$ cat src/rtl/channel_in_acc_ctrl_pkg.sv
// Shared types and defaults for the adder-tree sequencer/accumulator.
package channel_in_acc_ctrl_pkg;

  localparam int PICTURE_NUM      = 4;
  localparam int WIDTH_DATA_OUT   = 8;
  localparam int TREE_LATENCY_DEF = 7;

  typedef enum logic [1:0] {
    ST_IDLE  = 2'd0,
    ST_RUN   = 2'd1,
    ST_DRAIN = 2'd2,
    ST_DONE  = 2'd3
  } state_e;

  typedef struct packed {
    logic valid;
    logic first;
    logic last;
  } tag_t;

  // A group count of 0 behaves as a single group.
  function automatic logic [7:0] eff_groups(input logic [7:0] ch);
    return (ch == 8'd0) ? 8'd1 : ch;
  endfunction

endpackage

$ cat src/rtl/acc_tag_delay.sv
// Fixed-depth shift line carrying {valid, first, last} alongside the adder tree.
module acc_tag_delay
  import channel_in_acc_ctrl_pkg::*;
#(
  parameter int DEPTH = TREE_LATENCY_DEF
) (
  input  logic clk,
  input  logic rst,
  input  tag_t tag_in,
  output tag_t tag_out,
  output logic pending
);

  tag_t [DEPTH-1:0] line_q;
  tag_t [DEPTH-1:0] line_d;

  always_comb begin
    line_d[0] = tag_in;
    for (int i = 1; i < DEPTH; i++) begin
      line_d[i] = line_q[i-1];
    end
  end

  // NOTE: this line is state, not a data buffer: stale valid bits after reset
  // would fire phantom accumulations, so every stage is cleared.
  always_ff @(posedge clk or posedge rst) begin
    if (rst) begin
      line_q <= '0;
    end else begin
      line_q <= line_d;
    end
  end

  // Any valid beat still travelling behind the output stage.
  always_comb begin
    pending = 1'b0;
    for (int i = 0; i < DEPTH - 1; i++) begin
      pending = pending | line_q[i].valid;
    end
  end

  assign tag_out = line_q[DEPTH-1];

endmodule

$ cat src/rtl/channel_in_acc_ctrl.sv
// Admits a tile of beats into the 8-channel adder tree, tracks them through its
// pipeline and accumulates the tree outputs per pixel across channel groups.
module channel_in_acc_ctrl
  import channel_in_acc_ctrl_pkg::*;
#(
  parameter int TREE_LATENCY = TREE_LATENCY_DEF,
  parameter int LANE_W       = WIDTH_DATA_OUT * 2,
  parameter int LANES        = PICTURE_NUM
) (
  input  logic                    clk,
  input  logic                    rst,
  input  logic                    start,
  input  logic [7:0]              ch_group_num,
  input  logic [15:0]             pixel_num,
  input  logic                    in_valid,
  output logic                    in_ready,
  input  logic [LANES*LANE_W-1:0] tree_data,
  output logic [LANES*LANE_W-1:0] out_data,
  output logic                    out_valid,
  output logic                    busy,
  output logic                    done
);

  localparam int DW = LANES * LANE_W;

  state_e          state_q, state_d;
  logic [7:0]      grp_num_q, grp_num_d;
  logic [7:0]      grp_cnt_q, grp_cnt_d;
  logic [15:0]     pix_num_q, pix_num_d;
  logic [15:0]     pix_cnt_q, pix_cnt_d;
  logic [DW-1:0]   acc_q, acc_d;
  logic [DW-1:0]   out_data_q, out_data_d;
  logic            in_ready_q, in_ready_d;
  logic            out_valid_q, out_valid_d;
  logic            busy_q, busy_d;
  logic            done_q, done_d;

  logic            accept;
  logic            grp_last;
  logic            pix_last;
  logic [DW-1:0]   lane_sum;
  logic [DW-1:0]   acc_next;
  tag_t            tag_in;
  tag_t            tag_out;
  logic            pending;

  assign accept   = in_valid && in_ready_q;
  assign grp_last = (grp_cnt_q == grp_num_q - 8'd1);
  assign pix_last = (pix_cnt_q == pix_num_q - 16'd1);

  always_comb begin
    tag_in.valid = accept;
    tag_in.first = (grp_cnt_q == 8'd0);
    tag_in.last  = grp_last;
  end

  acc_tag_delay #(
    .DEPTH(TREE_LATENCY)
  ) u_tag_delay (
    .clk    (clk),
    .rst    (rst),
    .tag_in (tag_in),
    .tag_out(tag_out),
    .pending(pending)
  );

  // Independent per-lane adders; each wraps modulo 2^LANE_W with no carry out.
  for (genvar i = 0; i < LANES; i++) begin : g_lane
    assign lane_sum[i*LANE_W +: LANE_W] = acc_q[i*LANE_W +: LANE_W]
                                        + tree_data[i*LANE_W +: LANE_W];
  end

  assign acc_next = tag_out.first ? tree_data : lane_sum;

  // NOTE: every _d gets its hold value first so no path leaves it unassigned
  // and no latch is inferred.
  always_comb begin
    state_d     = state_q;
    grp_num_d   = grp_num_q;
    grp_cnt_d   = grp_cnt_q;
    pix_num_d   = pix_num_q;
    pix_cnt_d   = pix_cnt_q;
    acc_d       = acc_q;
    out_data_d  = out_data_q;
    out_valid_d = 1'b0;

    unique case (state_q)
      ST_IDLE: begin
        if (start) begin
          grp_num_d = eff_groups(ch_group_num);
          pix_num_d = pixel_num;
          grp_cnt_d = 8'd0;
          pix_cnt_d = 16'd0;
          state_d   = (pixel_num == 16'd0) ? ST_DONE : ST_RUN;
        end
      end
      ST_RUN: begin
        if (accept) begin
          if (grp_last) begin
            grp_cnt_d = 8'd0;
            pix_cnt_d = pix_cnt_q + 16'd1;
            if (pix_last) state_d = ST_DRAIN;
          end else begin
            grp_cnt_d = grp_cnt_q + 8'd1;
          end
        end
      end
      ST_DRAIN: begin
        // Final result leaves this edge and nothing follows it in the line.
        if (!pending && tag_out.valid && tag_out.last) state_d = ST_DONE;
      end
      ST_DONE: state_d = ST_IDLE;
      default: state_d = ST_IDLE;
    endcase

    if (tag_out.valid) begin
      acc_d = acc_next;
      if (tag_out.last) begin
        out_data_d  = acc_next;
        out_valid_d = 1'b1;
      end
    end

    in_ready_d = (state_d == ST_RUN);
    // busy covers the done pulse, which trails the DONE state by one cycle.
    busy_d     = (state_d != ST_IDLE) || (state_q == ST_DONE);
    done_d     = (state_q == ST_DONE);
  end

  // NOTE: sequential state uses non-blocking assignments so every flop samples
  // the pre-edge values regardless of statement order.
  always_ff @(posedge clk or posedge rst) begin
    if (rst) begin
      state_q     <= ST_IDLE;
      grp_num_q   <= 8'd1;
      grp_cnt_q   <= 8'd0;
      pix_num_q   <= 16'd0;
      pix_cnt_q   <= 16'd0;
      acc_q       <= '0;
      out_data_q  <= '0;
      in_ready_q  <= 1'b0;
      out_valid_q <= 1'b0;
      busy_q      <= 1'b0;
      done_q      <= 1'b0;
    end else begin
      state_q     <= state_d;
      grp_num_q   <= grp_num_d;
      grp_cnt_q   <= grp_cnt_d;
      pix_num_q   <= pix_num_d;
      pix_cnt_q   <= pix_cnt_d;
      acc_q       <= acc_d;
      out_data_q  <= out_data_d;
      in_ready_q  <= in_ready_d;
      out_valid_q <= out_valid_d;
      busy_q      <= busy_d;
      done_q      <= done_d;
    end
  end

  assign in_ready  = in_ready_q;
  assign out_data  = out_data_q;
  assign out_valid = out_valid_q;
  assign busy      = busy_q;
  assign done      = done_q;

endmodule

$ cat config.mk
export PLATFORM = sky130hd
export DESIGN_NAME = channel_in_acc_ctrl
export DESIGN_NICKNAME = d
export VERILOG_FILES = /design/src/rtl/channel_in_acc_ctrl_pkg.sv /design/src/rtl/acc_tag_delay.sv /design/src/rtl/channel_in_acc_ctrl.sv
export SDC_FILE = /design/constraint.sdc
export NUM_CORES = 1
export LEC_CHECK = 0
export CORE_MARGIN = 10
export CORE_UTILIZATION = 50
export CTS_CLUSTER_DIAMETER = 150
export CTS_CLUSTER_SIZE = 8
export DETAILED_ROUTE_END_ITERATION = 10
export PLACE_DENSITY = 0.86
export SLEW_MARGIN = 25
export SYNTH_ARGS = -nofsm -noshare
export SYNTH_HDL_FRONTEND = slang
export SYNTH_SLANG_ARGS = --single-unit
$ cat constraint.sdc
create_clock -name clk -period 6.8 [get_ports clk]
set_input_delay 1.02 -clock clk [delete_from_list [all_inputs] [get_ports clk]]
set_output_delay 1.02 -clock clk [all_outputs]
set_load 0.01 [all_outputs]
==> impl_metrics.ini <==
[cells_and_area]
multi_input_area_um2 = 6170
utilization_pct = 62.5
fin_nets = 1571
seq_area_um2 = 5090
drive_gt1_share_pct = 5.63
fin_area_um2 = 14200
nFillCells = 1861
area_delta_synth_final_pct = 22.4

[power_and_ir_drop]
leakage_nw = 6.27
power_density_nw_per_um2 = 426
vdd_ir_drop_max_v = 0.000302

[yosys]
ys_top_cells_by_area = dfrtp_1 44%, ha_1 7.0%, o21ai_0 5.1%, a21oi_1 4.8%, nor2_1 4.7%
syn_nets = 1429
syn_inst = 1268
yosys.area.top_type = dfrtp_1
yosys.area.top_type_share_pct = 43.6
synth_most_common_cell = dfrtp_1
synthArstFlopShare_pct = 100
synth_flop_cell = dfrtp_1
synth_edf_count = 0
syn_avg_cell_area_um2 = 9.14
ys_types = 68
yosysWarnings = 0
synth_seq_area_share_pct = 43.9
ys_top_cells_by_count = 202 x dfrtp_1, 144 x nor2_1, 135 x nand2_1
netlist_area_um2 = 11600
ys_ff_latch = 203

[clock_tree]
cts_inserted_buffers = 29
cts.sinks = 203
tritoncts = yes
cts_hold_buffers = 0
htree_levels = 1
cts_buffer_depth = 3
post-cts-setup-buffers = 0
clk_latency_ns = 0.54
clk_pin_slew_worst_paths_ns = 0.05
cts-root-buf = clkbuf_16
post_cts_resize_count = 0

[floorplan]
core_area_um2 = 22700
pin_count = 160
start_util_pct = 51.0
die_h_um = 172
num_rows = 55
die_w_um = 172
dieArea_um2 = 29700

[job]
maxCapViolCount = 0

[critical_path]
endpoint_kind = flop
critical_path.startpoint_type = input port
worstPathMaxFanout = 5
crit_path_start = tree_data[52]
r2r-start = acc_q[52]
arrival_ns = 4.43
cp.required_ns = 7.14
crit_type = input port to flop

[sta]
fin_tns_setup_ns = 0
timing.slew.headroom_pct = 39.8
fmax_ghz = 0.245
rsz0062_at_grt = no
slew_viol_final = 0
setup_violations = 0
layout_setup_ws_ns = 2.72
min_period_ns = 4.08
worst_pin_slew_ns = 0.901
finalHoldViolations = 0
min_period_over_period_pct = 60.0
skew_ns = 0.0293

[grt]
grt_pass1_vias = 9662
grt_pass1_wl_um = 46600
antenna_found_initial = 4
grt_max_degree = 147
grt_overflow_total = 0
groute.usage.overall_pct = 18.7

[place]
hpwlAfterDp_um = 19700
place_congestion = 0.891
io_buffers = 159
dp_slack_ns = 2.32
placed_area_um2 = 13400

[route]
drc = 0
drt_iter0_markers = 678
dr.pass1.iters = 7
routed_via_density = 5.71
via_count = 9752
routed_wl_um = 27900
antenna_left = 0
wl_per_cell_um = 16.3

[worst_hold_path]
min_from = u_tag_delay.line_d[6]
hold_class = flop to flop

[run_status]
status = completed
==> through the flow <==
stage	power, mW	instances	hold WS, ns
2_1_floorplan	3.85	1268	0.331
3_5_place_dp	4.77	1664	0.335
4_1_cts	6.08	1706	0.323
6_report	6.05	1708	0.322
5_1_grt	6.54	1707	0.331
3_3_place_gp	4.64	1664	0.332
==> path summary, 6_finish.rpt <==
| path | to | slack, ns | cells after the start |
|---|---|---|---|
| worst max-delay path | acc_q[63] | 2.72 | 10 |
| worst min-delay path | u_tag_delay.line_d[9] | 0.32 | 0 |
| worst max register to register | acc_q[63] | 3.28 | 9 |
| worst min register to register | u_tag_delay.line_d[9] | 0.32 | 0 |
| max in group asynchronous | out_data[2] | 4.51 | 3 |
| min in group asynchronous | grp_num_q[4] | 1.01 | 2 |
==> worst max-delay path: stages <==
cell and delay, ns:
clkdlybuf4s50_1 0.43, ha_1 0.36, a21oi_1 0.34, o211ai_1 0.23
a2111oi_0 0.72, o31ai_1 0.24, o41ai_2 0.48, mux2_2 0.40
a21oi_1 0.14, a311oi_1 0.06
==> flip-flops by register name, indices dropped and copies added (netlist names) <==
signal,cells
acc_q,64
busy,1
done,1
grp_cnt_q,8
grp_num_q,8
in_ready,1
out_data,64
out_valid,1
pix_cnt_q,16
pix_num_q,16
state_q,2
u_tag_delay.line_d,18
u_tag_delay.tag_out,3
==> per-layer routing <==
metal,up-vias,track usage (%),part of all wire [%]
li1,4786,-,-
met1,4692,24.3,44
met2,233,31.0,47
met3,39,4.22,6.9
met4,2,4.35,1.5
met5,-,0,0.047
==> final cells by class <==
| class | count | area share [%] |
|---|---|---|
| Clock inverter | 2 | 0.115 |
| Multi-Input combinational cell | 971 | 43.5 |
| Tap cell | 285 | 2.51 |
| Timing Repair Buffer | 163 | 11.4 |
| Clock buffer | 40 | 5.41 |
| Inverter | 42 | 1.20 |
| Sequential cell | 203 | 35.8 |
| Antenna cell | 2 | 0.0353 |
==> layout by cell type (no fill, tap or decap), drive strengths merged, types with 5 or more instances in the layout <==
cell type and instances:
mux2 22, clkdlybuf4s50 159, nand3b 5, a21o 8
xor2 46, and2 8, nor3 36, nor2 144
ha 65, nand3 32, nand2b 9, mux2i 27
dfrtp 202, nor4 10, xnor2 37, or4 10
o21a 8, a31oi 9, and3 12, nand2 136
nor2b 8, clkbuf 40, inv 42, o31ai 11
o21ai 118, o211ai 15, or3 14, nand4 6
a211oi 11, a21oi 112, a311oi 6
==> logic make-up (layout without fill, tap and decap cells) <==
| logic type | after synthesis | count (layout) | synth area share (%) |
|---|---|---|---|
| mux | 49 | 49 | 4.47 |
| xor+xnor | 83 | 83 | 6.27 |
| compound gates | 327 | 327 | 16.9 |
| other cells | 0 | 2 | 0 |
| fa+ha+maj | 69 | 69 | 7.71 |
| buf+inv | 94 | 247 | 3.12 |
| flops | 203 | 203 | 43.9 |
| simple gates | 443 | 443 | 17.7 |
==> report_power, final <==
group | switching, mW | internal, mW
Sequential | 0.279 | 1.63
Combinational | 1.53 | 1.33
Clock | 0.506 | 0.768
Total | 2.32 | 3.73
Power figures use the tool's default switching activity.
